===== src/rtl/bus_arbiter.sv =====
// Two-master round-robin arbiter onto one shared slave bus, with slave-wait timeout.
// Latency: grant one cycle after an IDLE request; completion strobe same cycle as s_ready.
// Backpressure: slave stalls via s_ready=0; a grant holds until done, timeout or withdrawal.
//
// Ports:
//   clk, res                 clock, async active-low reset
//   m0_* / m1_*              requester side (m0 = CPU, m1 = DMA/debug): addr, accessType,
//                            memLen, wdata in; rdata, ready, error out
//   s_*                      shared slave bus: addr, accessType, memLen, wdata out; rdata, ready in
//   owner                    registered grant state: 00 idle, 01 m0, 10 m1

`ifndef MEM_ACCESS
`define MEM_ACCESS        [1:0]
`define MEM_ACCESS_NONE   2'd0
`define MEM_ACCESS_READ   2'd1
`define MEM_ACCESS_WRITE  2'd2
`endif
`ifndef MEM_LEN
`define MEM_LEN           [1:0]
`define MEM_LEN_B         2'd0
`define MEM_LEN_H         2'd1
`define MEM_LEN_W         2'd2
`endif

module bus_arbiter #(
  parameter logic [7:0] TIMEOUT = 8'd255
) (
  input  logic                 clk,
  input  logic                 res,
  input  logic [31:0]          m0_addr,
  input  logic `MEM_ACCESS     m0_accessType,
  input  logic `MEM_LEN        m0_memLen,
  input  logic [31:0]          m0_wdata,
  output logic [31:0]          m0_rdata,
  output logic                 m0_ready,
  output logic                 m0_error,
  input  logic [31:0]          m1_addr,
  input  logic `MEM_ACCESS     m1_accessType,
  input  logic `MEM_LEN        m1_memLen,
  input  logic [31:0]          m1_wdata,
  output logic [31:0]          m1_rdata,
  output logic                 m1_ready,
  output logic                 m1_error,
  output logic [31:0]          s_addr,
  output logic `MEM_ACCESS     s_accessType,
  output logic `MEM_LEN        s_memLen,
  output logic [31:0]          s_wdata,
  input  logic [31:0]          s_rdata,
  input  logic                 s_ready,
  output logic [1:0]           owner
);

  typedef enum logic [1:0] {
    IDLE   = 2'd0,
    GRANT0 = 2'd1,
    GRANT1 = 2'd2
  } state_t;

  state_t     state;
  logic       last_served;  // 0 = m0, 1 = m1
  logic [7:0] wait_cnt;
  logic       arb_en;       // low for the first edge after reset release

  logic m0_req, m1_req, pick_m0;
  logic in_grant, cur_req, done, withdraw, timeout;

  assign m0_req  = (m0_accessType != `MEM_ACCESS_NONE);
  assign m1_req  = (m1_accessType != `MEM_ACCESS_NONE);
  // Contention goes to whichever master was not served last.
  assign pick_m0 = m0_req && (!m1_req || last_served);

  assign in_grant = (state != IDLE);
  assign cur_req  = (state == GRANT0) ? m0_req : ((state == GRANT1) ? m1_req : 1'b0);
  // s_ready wins over timeout; a withdrawn request aborts silently.
  assign done     = in_grant && s_ready;
  assign withdraw = in_grant && !s_ready && !cur_req;
  assign timeout  = in_grant && !s_ready && cur_req && (wait_cnt == TIMEOUT - 8'd1);

  assign m0_rdata = s_rdata;
  assign m1_rdata = s_rdata;
  assign m0_ready = (state == GRANT0) && (done || timeout);
  assign m1_ready = (state == GRANT1) && (done || timeout);
  assign m0_error = (state == GRANT0) && timeout;
  assign m1_error = (state == GRANT1) && timeout;

  always_comb begin
    s_addr       = 32'd0;
    s_accessType = `MEM_ACCESS_NONE;
    s_memLen     = `MEM_LEN_W;
    s_wdata      = 32'd0;
    if (state == GRANT0) begin
      s_addr       = m0_addr;
      s_accessType = m0_accessType;
      s_memLen     = m0_memLen;
      s_wdata      = m0_wdata;
    end else if (state == GRANT1) begin
      s_addr       = m1_addr;
      s_accessType = m1_accessType;
      s_memLen     = m1_memLen;
      s_wdata      = m1_wdata;
    end
    // Pull the access off the bus on the cycle the wait gives up.
    if (timeout) s_accessType = `MEM_ACCESS_NONE;
  end

  always_ff @(posedge clk or negedge res) begin
    if (!res) begin
      state       <= IDLE;
      last_served <= 1'b1;
      wait_cnt    <= 8'd0;
      owner       <= 2'b00;
      arb_en      <= 1'b0;
    end else begin
      arb_en <= 1'b1;
      if (state == IDLE) begin
        if (arb_en && (m0_req || m1_req)) begin
          wait_cnt <= 8'd0;
          if (pick_m0) begin
            state       <= GRANT0;
            owner       <= 2'b01;
            last_served <= 1'b0;
          end else begin
            state       <= GRANT1;
            owner       <= 2'b10;
            last_served <= 1'b1;
          end
        end
      end else if (done || withdraw || timeout) begin
        state <= IDLE;
        owner <= 2'b00;
      end else begin
        wait_cnt <= wait_cnt + 8'd1;
      end
    end
  end

endmodule


===== config.mk =====
export PLATFORM = sky130hd
export DESIGN_NAME = bus_arbiter
export DESIGN_NICKNAME = d
export VERILOG_FILES = /design/src/rtl/bus_arbiter.sv
export SDC_FILE = /design/constraint.sdc
export NUM_CORES = 1
export LEC_CHECK = 0
export CELL_PAD_IN_SITES_DETAIL_PLACEMENT = 1
export CELL_PAD_IN_SITES_GLOBAL_PLACEMENT = 1
export CORE_MARGIN = 1.5
export CORE_UTILIZATION = 13
export DETAILED_ROUTE_END_ITERATION = 16
export PLACE_DENSITY = 0.84
export SETUP_SLACK_MARGIN = 0.4
export SYNTH_ARGS = -nofsm -noshare
export SYNTH_HDL_FRONTEND = slang
export SYNTH_SLANG_ARGS = --single-unit

===== constraint.sdc =====
create_clock -name clk -period 1.9 [get_ports clk]
set_input_delay 0.19 -clock clk [delete_from_list [all_inputs] [get_ports clk]]
set_output_delay 0.19 -clock clk [all_outputs]
set_load 0.02 [all_outputs]

==> impl_metrics.prom <==
# TYPE chip_impl_metric gauge
chip_impl_metric{name="synth_warnings",unit=""} 0
chip_impl_metric{name="first_pass_iters",unit=""} 4
chip_impl_metric{name="routed_wl",unit="um"} 14800
chip_impl_metric{name="clock_latency",unit="ns"} 0.25
chip_impl_metric{name="hold_ws",unit="ns"} 0.322
chip_impl_metric{name="sequentialPowerShare",unit="%"} 6.4
chip_impl_metric{name="cts.reportedPaths.clkPinSlew",unit="ns"} 0.05
chip_impl_info{name="critical_path.endpoint_type",value="output port"} 1
chip_impl_metric{name="cp_arrival",unit="ns"} 1.81
chip_impl_metric{name="ant_diodes",unit=""} 0
chip_impl_metric{name="cp_slowest_stage_delay",unit="ns"} 0.39
chip_impl_metric{name="tritoncts.num_buffers",unit=""} 3
chip_impl_metric{name="groute.usage.overall",unit="%"} 17.0
chip_impl_metric{name="critical_path_buf_inv_count",unit=""} 2
chip_impl_metric{name="grt_max_degree",unit=""} 29
chip_impl_metric{name="via_density_per_instance",unit=""} 4.53
chip_impl_metric{name="tightestPinTransition",unit="ns"} 0.602
chip_impl_metric{name="finalWorstSetupSlack",unit="ns"} -0.0985
chip_impl_metric{name="routed_vias",unit=""} 2852
chip_impl_metric{name="boundaryPins",unit=""} 309
chip_impl_metric{name="totalPowerFinal",unit="W"} 0.00619
chip_impl_metric{name="fillerInstances",unit=""} 1564
chip_impl_metric{name="period_minus_slack",unit="ns"} 2.00
chip_impl_info{name="timing.hold.worst.class",value="input pin to asynchronous set/reset pin"} 1
chip_impl_metric{name="syn_area_per_cell",unit="um2"} 8.52
chip_impl_metric{name="sequential_share_of_the_synthesized_area",unit="%"} 15.5
chip_impl_metric{name="drc_violations_left",unit=""} 0
chip_impl_info{name="timing.critical_path.max_delay_family",value="simple AND/OR/NAND/NOR gates"} 1
chip_impl_metric{name="critical_path.max_fanout",unit=""} 4
chip_impl_metric{name="fin_crit_sh",unit="%"} 105
chip_impl_info{name="cts_tree",value="built"} 1
chip_impl_metric{name="total_of_flip_flops_plus_latches_after_synthesis",unit=""} 12
chip_impl_metric{name="finalClockSkew",unit="ns"} 0.00341
chip_impl_metric{name="number_of_antenna_violations_at_the_first_check_in_global_routing",unit=""} 0
chip_impl_metric{name="timing.max_cap.violations",unit=""} 0
chip_impl_metric{name="post_route_cells_drive_above_1_share",unit="%"} 51.3
chip_impl_metric{name="synth_async_sr_flop_share",unit="%"} 100
chip_impl_metric{name="post_drt_wl_per_cell",unit="um"} 23.6
chip_impl_metric{name="power_share_of_the_clock_group",unit="%"} 7.4
chip_impl_info{name="startpoint_class_of_the_critical_path",value="flip-flop"} 1
chip_impl_metric{name="synth_fp_nets",unit=""} 401
chip_impl_metric{name="cts_hold_buffers",unit=""} 0
chip_impl_metric{name="hpwl",unit="um"} 9800
chip_impl_info{name="critical_path.slowest_cell",value="sky130_fd_sc_hd__dfrtp_1"} 1
chip_impl_metric{name="io_buffers",unit=""} 212
chip_impl_metric{name="setup-tns-final",unit="ns"} -0.769
chip_impl_metric{name="p_leak",unit="nW"} 2.43
chip_impl_info{name="cts_root_buf",value="sky130_fd_sc_hd__clkbuf_16"} 1
chip_impl_metric{name="worst_ep_required_time",unit="ns"} 1.71
chip_impl_metric{name="synth_enable_flop_cells",unit=""} 0
chip_impl_metric{name="areaGrowthSynthToFinish",unit="%"} 190
chip_impl_metric{name="yosys.cell_types.count",unit=""} 38
chip_impl_metric{name="total_congestion_overflow",unit=""} 0
chip_impl_info{name="grt_setup_unrepaired",value="true"} 1
chip_impl_info{name="outcome",value="complete, but fails checks"} 1
chip_impl_metric{name="final_antenna_net_count",unit=""} 0
chip_impl_metric{name="placeable_core_region",unit="mm2"} 0.0146
chip_impl_info{name="yosys_most_used_dff",value="sky130_fd_sc_hd__dfrtp_1"} 1
chip_impl_metric{name="gpl.final_weighted_congestion",unit=""} 0.829
chip_impl_metric{name="die_x",unit="um"} 125
chip_impl_info{name="setup.worst_path.class",value="flip-flop to output port"} 1
chip_impl_metric{name="power_density",unit="mW/mm2"} 1100
chip_impl_metric{name="floorplan.initialDensity",unit="%"} 13.3
chip_impl_metric{name="report.final.slew_viol_count",unit=""} 0
chip_impl_metric{name="timing.slew.headroom",unit="%"} 59.8
chip_impl_info{name="crit_chain",value="inv_2 -> ha_4 -> nand4_1 -> or2_4 -> nor3_4 -> o21a_2 -> buf_6"} 1
chip_impl_metric{name="detailedRoute.firstIterationViolations",unit=""} 114
chip_impl_metric{name="final-hold-violation-count",unit=""} 0
chip_impl_metric{name="clock_sink_count",unit=""} 12
chip_impl_info{name="violations",value="negative setup slack"} 1
chip_impl_metric{name="synthesized_area",unit="mm2"} 0.00194
chip_impl_metric{name="cts_buffer_depth",unit=""} 2
chip_impl_metric{name="first_global_vias",unit=""} 3145
chip_impl_metric{name="first_pass_grt_wire_length",unit="um"} 20100
chip_impl_metric{name="die_y",unit="um"} 125
chip_impl_metric{name="finalNetCount",unit=""} 620
chip_impl_metric{name="reg2reg_depth",unit=""} 8
chip_impl_metric{name="fp.dieArea",unit="mm2"} 0.0157
chip_impl_metric{name="max_ir_drop_vdd",unit="uV"} 482
chip_impl_metric{name="p_sw_share",unit="%"} 40.1
chip_impl_metric{name="row_count",unit=""} 44
chip_impl_metric{name="pwr-share-comb",unit="%"} 86.2
chip_impl_metric{name="synthCells",unit=""} 228
chip_impl_metric{name="depth_of_the_cts_h_tree",unit=""} 1
chip_impl_metric{name="p_sw",unit="W"} 0.00248
chip_impl_metric{name="p_int",unit="W"} 0.00370
chip_impl_metric{name="timing.final.setup_violations",unit=""} 13
chip_impl_metric{name="cp.depth",unit=""} 7
chip_impl_metric{name="max_clock_freq",unit="MHz"} 500
[cells by family (layout without fill, tap and decap cells)]
family / after synthesis / count (layout) / synth area share, %
adders and majority gates: 2 / 2 / 1.29
other: 1 / 1 / 0.193
AOI/OAI and AO/OA: 91 / 91 / 42.0
DFF: 12 / 12 / 15.5
buffers and inverters: 88 / 306 / 30.5
muxes: 3 / 3 / 1.61
and+or+nand+nor: 31 / 31 / 8.95
[power groups by stage]
stage	logic [W]	registers, W	clock network (W)
after CTS	0.00490	0.000383	0.000458
after global routing	0.00554	0.000405	0.000471
after detailed placement	0.00356	0.000388	0
final	0.00533	0.000397	0.000458
after floorplan	0.00193	0.000409	0
after global placement	0.00351	0.000380	0
[placed cells by master, fill, tap and decap left out, types with 5 or more instances in the layout]
cell and n:
sky130_fd_sc_hd__a22o_1 34, sky130_fd_sc_hd__a22o_4 32, sky130_fd_sc_hd__buf_12 16, sky130_fd_sc_hd__buf_16 13, sky130_fd_sc_hd__buf_4 32, sky130_fd_sc_hd__buf_6 86
sky130_fd_sc_hd__buf_8 6, sky130_fd_sc_hd__clkbuf_16 6, sky130_fd_sc_hd__clkdlybuf4s50_1 137, sky130_fd_sc_hd__dfrtp_1 9, sky130_fd_sc_hd__inv_1 5
[area by class of cell]
| class | count | area [um2] | area share [%] |
|---|---|---|---|
| multi-input cells | 128 | 1540 | 27.3 |
| well taps | 184 | 230 | 4.08 |
| repair buffers | 296 | 3450 | 61.2 |
| inverters | 6 | 22.5 | 0.399 |
| clock buffers | 4 | 88.8 | 1.57 |
| flip-flops and latches | 12 | 304 | 5.39 |
[routing by layer]
layer,up-vias,share of wire (%),GRT usage [%]
met5,-,0,0
met4,0,2.7,5.61
met3,31,7.6,4.11
met2,214,56,34.0
met1,1370,34,17.0
li1,1237,-,-
[synth_stat cells (3+ instances only)]
master                    instances  share of area (%)
sky130_fd_sc_hd__a22o_1          66                 30
sky130_fd_sc_hd__dfrtp_1         11                 14
sky130_fd_sc_hd__nor4_1           3               0.97
sky130_fd_sc_hd__buf_4           65                 25
sky130_fd_sc_hd__buf_2           14                3.6
sky130_fd_sc_hd__nand2_1          3               0.58
sky130_fd_sc_hd__inv_1            6                1.2
sky130_fd_sc_hd__o21a_1           5                1.9
sky130_fd_sc_hd__nand4_1          4                1.3
sky130_fd_sc_hd__nand3_1          4                1.0
sky130_fd_sc_hd__o21ai_0          3               0.77
sky130_fd_sc_hd__nor2_1           8                1.5
sky130_fd_sc_hd__a31oi_1          3               0.97
[metrics by stage]
step           cell area, um2  setup WS [ns]  util (%)  instances
2_1_floorplan            2200          0.214         -        228
3_3_place_gp             4310         -0.397      29.6        577
3_5_place_dp             4310         -0.417      29.6        577
4_1_cts                  5280        -0.0564      36.2        616
5_1_grt                  5640         -0.151      38.7        630
6_report                 5640        -0.0985      38.7        630
[registers in the layout, summed over array words and instances (netlist names)]
| name | count |
|---|---|
| last_served | 1 |
| wait_cnt | 8 |
| arb_en | 1 |
| state | 2 |
[path summary, 6_finish.rpt]
check                       startpoint           end  slack (ns)
setup / recovery           wait_cnt[0]      m0_ready        -0.1
setup reg to reg              state[1]   wait_cnt[3]        0.23
max in group asynchronous          res      state[0]        1.15
min in group clk           s_rdata[21]  m0_rdata[21]        0.38
hold / removal                     res   wait_cnt[3]        0.32
hold reg to reg            wait_cnt[4]   wait_cnt[4]        0.58
[what timing repair did]
item,4_1_cts,5_1_grt
setup buffers,23,11
pin swaps,46,23
endpoints found under the setup margin,85,84
cloned,12,3
resized for setup,437,37
Power figures use the tool's default switching activity.
